## config.mk

```make
export PLATFORM = sky130hd
export DESIGN_NAME = dice_ctrl_341446083683025490_flat
export DESIGN_NICKNAME = d
export VERILOG_FILES = /design/src/rtl/dice_ctrl_341446083683025490_if.sv /design/src/rtl/dice_ctrl_341446083683025490.sv /design/src/flat_wrapper.sv
export SDC_FILE = /design/constraint.sdc
export NUM_CORES = 1
export LEC_CHECK = 0
export BUFFER_PORTS_ARGS = -buffer_cell sky130_fd_sc_hd__clkbuf_2
export CAP_MARGIN = 20
export CORE_MARGIN = 2
export CORE_UTILIZATION = 38
export DETAILED_ROUTE_END_ITERATION = 10
export HOLD_SLACK_MARGIN = 0.1
export PLACE_DENSITY = 0.55
export SYNTH_ARGS = -nofsm -noshare
export SYNTH_HDL_FRONTEND = slang
export SYNTH_SLANG_ARGS = --single-unit
```

## constraint.sdc

```tcl
create_clock -name i_clk -period 3.95 [get_ports i_clk]
set_input_delay 0.79 -clock i_clk [delete_from_list [all_inputs] [get_ports i_clk]]
set_output_delay 0.79 -clock i_clk [all_outputs]
set_load 0.005 [all_outputs]
```

## src/rtl/dice_ctrl_341446083683025490_if.sv

```systemverilog
`default_nettype none
// ============================================================================
// Module      : dice_ctrl_341446083683025490_if
// Description : Signal bundle between the dice roll controller and its
//               surroundings (roll button, LFSR stage, LED/face outputs).
//               master : drives i_roll / i_lfsr, observes the outputs
//               slave  : the controller itself
// Ports       : i_roll    roll button level (asynchronous)
//               i_lfsr    current 3-bit LFSR state
//               o_lfsr_en LFSR step enable
//               o_led     [6:0] pips, [7] busy
//               o_value   settled face 1..6 (0 before first roll)
//               o_valid   face is settled and shown
//               o_stuck   settle gave up and forced face 1
// Revision    : 1.0 - initial release
// ============================================================================
interface dice_ctrl_341446083683025490_if;
    logic       i_roll;
    logic [2:0] i_lfsr;
    logic       o_lfsr_en;
    logic [7:0] o_led;
    logic [2:0] o_value;
    logic       o_valid;
    logic       o_stuck;

    modport master (
        output i_roll,
        output i_lfsr,
        input  o_lfsr_en,
        input  o_led,
        input  o_value,
        input  o_valid,
        input  o_stuck
    );

    modport slave (
        input  i_roll,
        input  i_lfsr,
        output o_lfsr_en,
        output o_led,
        output o_value,
        output o_valid,
        output o_stuck
    );
endinterface
`default_nettype wire

```

## src/rtl/dice_ctrl_341446083683025490.sv

```systemverilog
`default_nettype none
// ============================================================================
// Module      : dice_ctrl_341446083683025490
// Description : Dice roll controller and pip decoder. Synchronises and
//               edge-detects the roll button, steps the LFSR through a
//               visible tumble animation, then settles on a legal face
//               (1..6) and drives the 7-pip LED pattern plus busy flag.
// Ports       : i_clk  clock
//               i_rst  asynchronous active-high reset
//               bus    dice_ctrl_341446083683025490_if.slave (roll, LFSR,
//                      LED, face value, valid, stuck)
// Revision    : 1.0 - initial release
// ============================================================================
module dice_ctrl_341446083683025490 #(
    parameter int TUMBLE_STEPS = 16,
    parameter int STEP_DIV     = 4,
    parameter int STUCK_LIMIT  = 8
) (
    input  wire logic                             i_clk,
    input  wire logic                             i_rst,
    dice_ctrl_341446083683025490_if.slave         bus
);

    localparam int SW = (STEP_DIV    > 1) ? $clog2(STEP_DIV)    : 1;
    localparam int TW = $clog2(TUMBLE_STEPS + 1);
    localparam int IW = (STUCK_LIMIT > 1) ? $clog2(STUCK_LIMIT) : 1;

    localparam logic [SW-1:0] c_step_load   = SW'(STEP_DIV - 1);
    localparam logic [TW-1:0] c_tumble_load = TW'(TUMBLE_STEPS);
    localparam logic [IW-1:0] c_inv_last    = IW'(STUCK_LIMIT - 1);

    typedef enum logic [1:0] {
        IDLE   = 2'd0,
        TUMBLE = 2'd1,
        SETTLE = 2'd2,
        SHOW   = 2'd3
    } state_t;

    state_t        r_state, w_state_nx;
    logic          r_s1, r_s2, r_s3;
    logic [SW-1:0] r_step,   w_step_nx;
    logic [TW-1:0] r_tumble, w_tumble_nx;
    logic [IW-1:0] r_inv,    w_inv_nx;
    logic [2:0]    r_face,   w_face_nx;
    logic [2:0]    r_value,  w_value_nx;
    logic          r_valid,  w_valid_nx;
    logic          r_stuck,  w_stuck_nx;
    logic          r_lfsr_en;
    logic          w_lfsr_en_nx;
    logic          w_accept;
    logic          w_legal;
    logic [6:0]    w_pips;

    // Rising edge of the synchronised button (s3 is a plain delay of s2)
    assign w_accept = r_s2 & ~r_s3;
    assign w_legal  = (bus.i_lfsr != 3'd0) && (bus.i_lfsr != 3'd7);

    // ------------------------------------------------------------------
    // State and datapath registers
    // ------------------------------------------------------------------
    always_ff @(posedge i_clk or posedge i_rst) begin
        if (i_rst) begin
            r_state   <= IDLE;
            r_s1      <= 1'b0;
            r_s2      <= 1'b0;
            r_s3      <= 1'b0;
            r_step    <= '0;
            r_tumble  <= '0;
            r_inv     <= '0;
            r_face    <= 3'd0;
            r_value   <= 3'd0;
            r_valid   <= 1'b0;
            r_stuck   <= 1'b0;
            r_lfsr_en <= 1'b0;
        end else begin
            r_state   <= w_state_nx;
            r_s1      <= bus.i_roll;
            r_s2      <= r_s1;
            r_s3      <= r_s2;
            r_step    <= w_step_nx;
            r_tumble  <= w_tumble_nx;
            r_inv     <= w_inv_nx;
            r_face    <= w_face_nx;
            r_value   <= w_value_nx;
            r_valid   <= w_valid_nx;
            r_stuck   <= w_stuck_nx;
            r_lfsr_en <= w_lfsr_en_nx;
        end
    end

    // ------------------------------------------------------------------
    // Next-state and datapath logic
    // ------------------------------------------------------------------
    always_comb begin
        w_state_nx  = r_state;
        w_step_nx   = r_step;
        w_tumble_nx = r_tumble;
        w_inv_nx    = r_inv;
        w_face_nx   = r_face;
        w_value_nx  = r_value;
        w_valid_nx  = r_valid;
        w_stuck_nx  = r_stuck;

        case (r_state)
            IDLE, SHOW: begin
                if (w_accept) begin
                    w_state_nx  = TUMBLE;
                    w_valid_nx  = 1'b0;
                    w_stuck_nx  = 1'b0;
                    w_face_nx   = 3'd0;
                    w_step_nx   = c_step_load;
                    w_tumble_nx = c_tumble_load;
                end
            end

            TUMBLE: begin
                if (r_step == '0) begin
                    w_step_nx   = c_step_load;
                    w_tumble_nx = r_tumble - TW'(1);
                    // Illegal samples leave the displayed face untouched
                    if (w_legal) begin
                        w_face_nx = bus.i_lfsr;
                    end
                    if (r_tumble == TW'(1)) begin
                        w_state_nx = SETTLE;
                        w_inv_nx   = '0;
                    end
                end else begin
                    w_step_nx = r_step - SW'(1);
                end
            end

            SETTLE: begin
                if (w_legal) begin
                    w_value_nx = bus.i_lfsr;
                    w_face_nx  = bus.i_lfsr;
                    w_valid_nx = 1'b1;
                    w_state_nx = SHOW;
                end else if (r_inv == c_inv_last) begin
                    // LFSR appears locked in an illegal state; give up on it
                    w_value_nx = 3'd1;
                    w_face_nx  = 3'd1;
                    w_valid_nx = 1'b1;
                    w_stuck_nx = 1'b1;
                    w_state_nx = SHOW;
                end else begin
                    w_inv_nx = r_inv + IW'(1);
                end
            end

            default: begin
                w_state_nx = IDLE;
            end
        endcase

        // Registered so the enable coincides with the busy state itself
        w_lfsr_en_nx = (w_state_nx == TUMBLE) || (w_state_nx == SETTLE);
    end

    // ------------------------------------------------------------------
    // Pip decoder: bit0 centre, 1 TL, 2 TR, 3 ML, 4 MR, 5 BL, 6 BR
    // ------------------------------------------------------------------
    always_comb begin
        w_pips = 7'h00;
        case (r_face)
            3'd1:    w_pips = 7'h01;
            3'd2:    w_pips = 7'h42;
            3'd3:    w_pips = 7'h43;
            3'd4:    w_pips = 7'h66;
            3'd5:    w_pips = 7'h67;
            3'd6:    w_pips = 7'h7E;
            default: w_pips = 7'h00;
        endcase
    end

    assign bus.o_led     = {(r_state == TUMBLE) || (r_state == SETTLE), w_pips};
    assign bus.o_lfsr_en = r_lfsr_en;
    assign bus.o_value   = r_value;
    assign bus.o_valid   = r_valid;
    assign bus.o_stuck   = r_stuck;

endmodule
`default_nettype wire

```

## src/flat_wrapper.sv

```systemverilog
// flat-port wrapper written by rule: the top's interface ports become plain ports
module dice_ctrl_341446083683025490_flat 
#(
    parameter int TUMBLE_STEPS = 16,
    parameter int STEP_DIV     = 4,
    parameter int STUCK_LIMIT  = 8
)
  (i_clk, i_rst, bus_i_roll, bus_i_lfsr, bus_o_lfsr_en, bus_o_led, bus_o_value, bus_o_valid, bus_o_stuck);
  dice_ctrl_341446083683025490_if bus_i ();
  input  wire logic i_clk;
  input  wire logic i_rst;
  input wire logic [$bits(bus_i.i_roll)-1:0] bus_i_roll;
  input wire logic [$bits(bus_i.i_lfsr)-1:0] bus_i_lfsr;
  output wire logic [$bits(bus_i.o_lfsr_en)-1:0] bus_o_lfsr_en;
  output wire logic [$bits(bus_i.o_led)-1:0] bus_o_led;
  output wire logic [$bits(bus_i.o_value)-1:0] bus_o_value;
  output wire logic [$bits(bus_i.o_valid)-1:0] bus_o_valid;
  output wire logic [$bits(bus_i.o_stuck)-1:0] bus_o_stuck;
  assign bus_i.i_roll = bus_i_roll;
  assign bus_i.i_lfsr = bus_i_lfsr;
  assign bus_o_lfsr_en = bus_i.o_lfsr_en;
  assign bus_o_led = bus_i.o_led;
  assign bus_o_value = bus_i.o_value;
  assign bus_o_valid = bus_i.o_valid;
  assign bus_o_stuck = bus_i.o_stuck;
  dice_ctrl_341446083683025490 #(.TUMBLE_STEPS(TUMBLE_STEPS), .STEP_DIV(STEP_DIV), .STUCK_LIMIT(STUCK_LIMIT)) u_core (.i_clk(i_clk), .i_rst(i_rst), .bus(bus_i));
endmodule
```

==> summary.md <==
| Metric | Value |
|---|---|
| Outcome | `finished, final reports clean` |
| Clk Latency, worst-skew pair | `about 0.32 ns` |
| DIE HEIGHT | `62.9 um` |
| # IOs | `20` |
| Worst Hold Launch | `u_core.r_s1` |
| Post-Synthesis Cells | `around 140` |
| GP Congestion | `0.732` |
| Root buffer cell | `clkbuf_4` |
| Minimum clock period | `roughly 2.4 ns` |
| Number of max-cap violations | `0` |
| Synth Warn # | `0` |
| Syn Area/Cell | `around 9.7 um^2` |
| Pin count of the biggest net entering global routing | `25` |
| Final Power | `0.945 mW` |
| Die ar. | `3960 um^2` |
| Via Count | `1011` |
| Initial antenna violation count | `0` |
| Tightest Pin Transition | `slightly below 0.9 ns` |
| DRT Pass-1 Iters | `4` |
| First-pass GRT wire length | `4.59 mm` |
| Total clock sinks | `24` |
| Util after Layout | `0.442` |
| Post-CTS Setup Bufs | `0` |
| Cell Rows | `21` |
| Post-CTS Resized | `0` |
| Worst slew margin | `0.404` |
| Period utilisation layout | `0.602` |
| #FFs+latches synth | `24` |
| Crit-path max FO | `9` |
| Clk slew on worst S/H paths | `0.14 ns` |
| Syn Std Cell Area | `around 1300 um^2` |
| Hold crit path type | `reg -> reg` |
| Area Overhead vs Synth | `11.8%` |
| Reg2reg end | `u_core.r_face[0]` |
| Count of pins over their slew limit | `0` |
| Worst EP arrival | `between 1.5 and 2 ns` |
| Layout Skew | `~0.0057 ns` |
| Type of the worst setup path | `reg -> out` |
| Netlist cell types | `37` |
| Final Instance Count excl. Fillers | `a little under 200` |
| Final #Nets | `between 150 and 200` |
| Routed WL | `around 2.6 mm` |
| Critical path capture point type | `output pin` |
| Pleak | `around 0.70 nW` |
| Die width | `about 63 um` |
| Layout cell share with drive strength beyond 1 | `0.185` |
| Total of fill cells in the finished design | `344` |
| Fin Setup TNS | `0 ns` |
| Hold Crit Depth | `0` |
| Final Hold Slack | `~0.37 ns` |
| Worst r2r path cells | `6` |
| Initial core utilization | `0.395` |
| Wire per inst | `roughly 13 um` |
| Placed cell count | `roughly 190` |
| Primary FF master, synth | `dfrtp_1` |
| H-tree Lvls | `1` |
| Number of synthesized flops with an enable pin | `0` |
| Final setup fails | `0` |
| Syn nets | `roughly 150` |
| Antenna Nets Post-Route | `0` |
| Gr usage total | `0.144` |
| Drt drc | `0` |
| Reg2reg setup slack | `1.63 ns` |
| Crit start category | `register` |
| Fmax | `between 400 and 500 MHz` |
| Core area | `around 3300 um^2` |
| Routed vias/inst | `5.13` |
| Async S/R FF share, synth | `1.00` |
| Sequential fraction of the synthesis area | `0.455` |
| GRT overflow | `0` |
| CTS tree | `built` |
| CTS buffer count | `3` |
| # diodes | `0` |
| RSZ-0062 raised after global routing | `false` |
| Fin. Hold Viols | `0` |
| Req. time, crit path | `about 3.2 ns` |
| Hold Buf Count CTS | `0` |
| Drt initial violations | `35` |
| Worst VDD drop | `306 uV` |
| Worst hold endpoint | `u_core.r_s2` |
| Port-buffer cells | `19` |
| PD cells | `roughly 640 nW/um^2` |
| Vias in the first global route | `1027` |
| FF-to-FF Start | `u_core.r_state[0]` |
| DP HPWL | `between 1.5 and 2 mm` |
| CTS max path bufs | `2` |
## worst max-delay path: stages (launching register included)
cell and delay [ns]:
dfrtp_1 0.42, inv_1 0.08, ha_1 0.50, inv_1 0.14, clkbuf_2 0.13
## power breakdown
part / switching [mW] / internal (mW)
Sequential: 0.0481 / 0.309
Combinational: 0.231 / 0.173
Clock: 0.0802 / 0.103
Total: 0.360 / 0.585
## metrics by stage
step | setup slack (ns) | cell area (um^2)
2_1_floorplan | 1.47 | 1320
3_3_place_gp | 1.36 | 1420
3_5_place_dp | 1.32 | 1420
4_1_cts | 1.56 | 1470
5_1_grt | 1.46 | 1470
6_report | 1.57 | 1470
## placed cells by master, fill, tap and decap left out, drive strengths merged
cell type	n
mux2i	5
and2	2
ha	7
o21ai	9
nand3b	2
nand3	2
a21oi	10
nor2	7
a221oi	2
and3	1
or3	2
nor2b	1
o22ai	2
a22o	3
clkbuf	22
xor2	1
a31oi	3
o21a	1
dfrtp	24
mux2	2
nand2b	2
inv	16
a32oi	2
nand2	12
or2	1
nor4b	1
bufinv	1
a32o	2
nor3	5
nor4	1
## synthesized netlist by cell type, types with 3 or more instances
master,count,area (um^2)
a21oi_1,10,50.1
a22o_1,3,26.3
a31oi_1,3,18.8
buf_4,3,22.5
dfrtp_1,24,601
ha_1,7,87.6
inv_1,16,60.1
mux2i_1,5,50.1
nand2_1,12,45.0
nor2_1,7,26.3
nor3_1,5,25.0
o21ai_0,7,35.0
## registers in the layout, indices dropped and copies added (netlist names)
register,count
u_core.r_tumble,5
u_core.bus.o_value,3
u_core.r_face,3
u_core.r_inv,3
u_core.r_state,2
u_core.r_step,2
u_core.bus.o_lfsr_en,1
u_core.bus.o_stuck,1
u_core.bus.o_valid,1
u_core.r_s1,1
u_core.r_s2,1
u_core.r_s3,1
## per-layer routing
layer  vias to the layer above  global-route usage  part of all wire
met1                       474               0.192              0.49
met2                        28               0.238              0.46
met5                         -                   0                 0
met3                         5              0.0162             0.039
li1                        504                   -                 -
met4                         0              0.0583             0.016
## layout make-up
class,instances,area (um^2),share of cell area
multi-input combinational,88,608,0.413
sequential,24,601,0.407
timing repair buffer,19,95.1,0.0645
inverter,16,60.1,0.0407
tap,46,57.6,0.0390
clock inverter,1,30.0,0.0204
clock buffer,3,22.5,0.0153
## cell families after synthesis
group,share of synthesized area
AO/OA/AOI/OAI,0.182
XOR/XNOR,0.00664
adder cells (fa/ha/maj),0.0664
buffers and inverters,0.0835
flip-flops,0.455
multiplexers,0.0579
AND/OR/NAND/NOR,0.148
## worst max path at each step
stage / start / to / slack [ns] / cells past startpoint
final: u_core.r_state[0] / bus_o_led[7] / 1.57 / 4
after global routing: u_core.r_state[0] / bus_o_led[7] / 1.46 / 4
after CTS: u_core.r_state[0] / bus_o_led[7] / 1.56 / 4
after detailed placement: bus_i_lfsr[0] / u_core.r_face[0] / 1.32 / 6
after global placement: bus_i_lfsr[0] / u_core.r_inv[0] / 1.36 / 6
after floorplan: bus_i_lfsr[0] / u_core.r_inv[0] / 1.47 / 6
No activity file was read; power rests on OpenSTA's default activity.
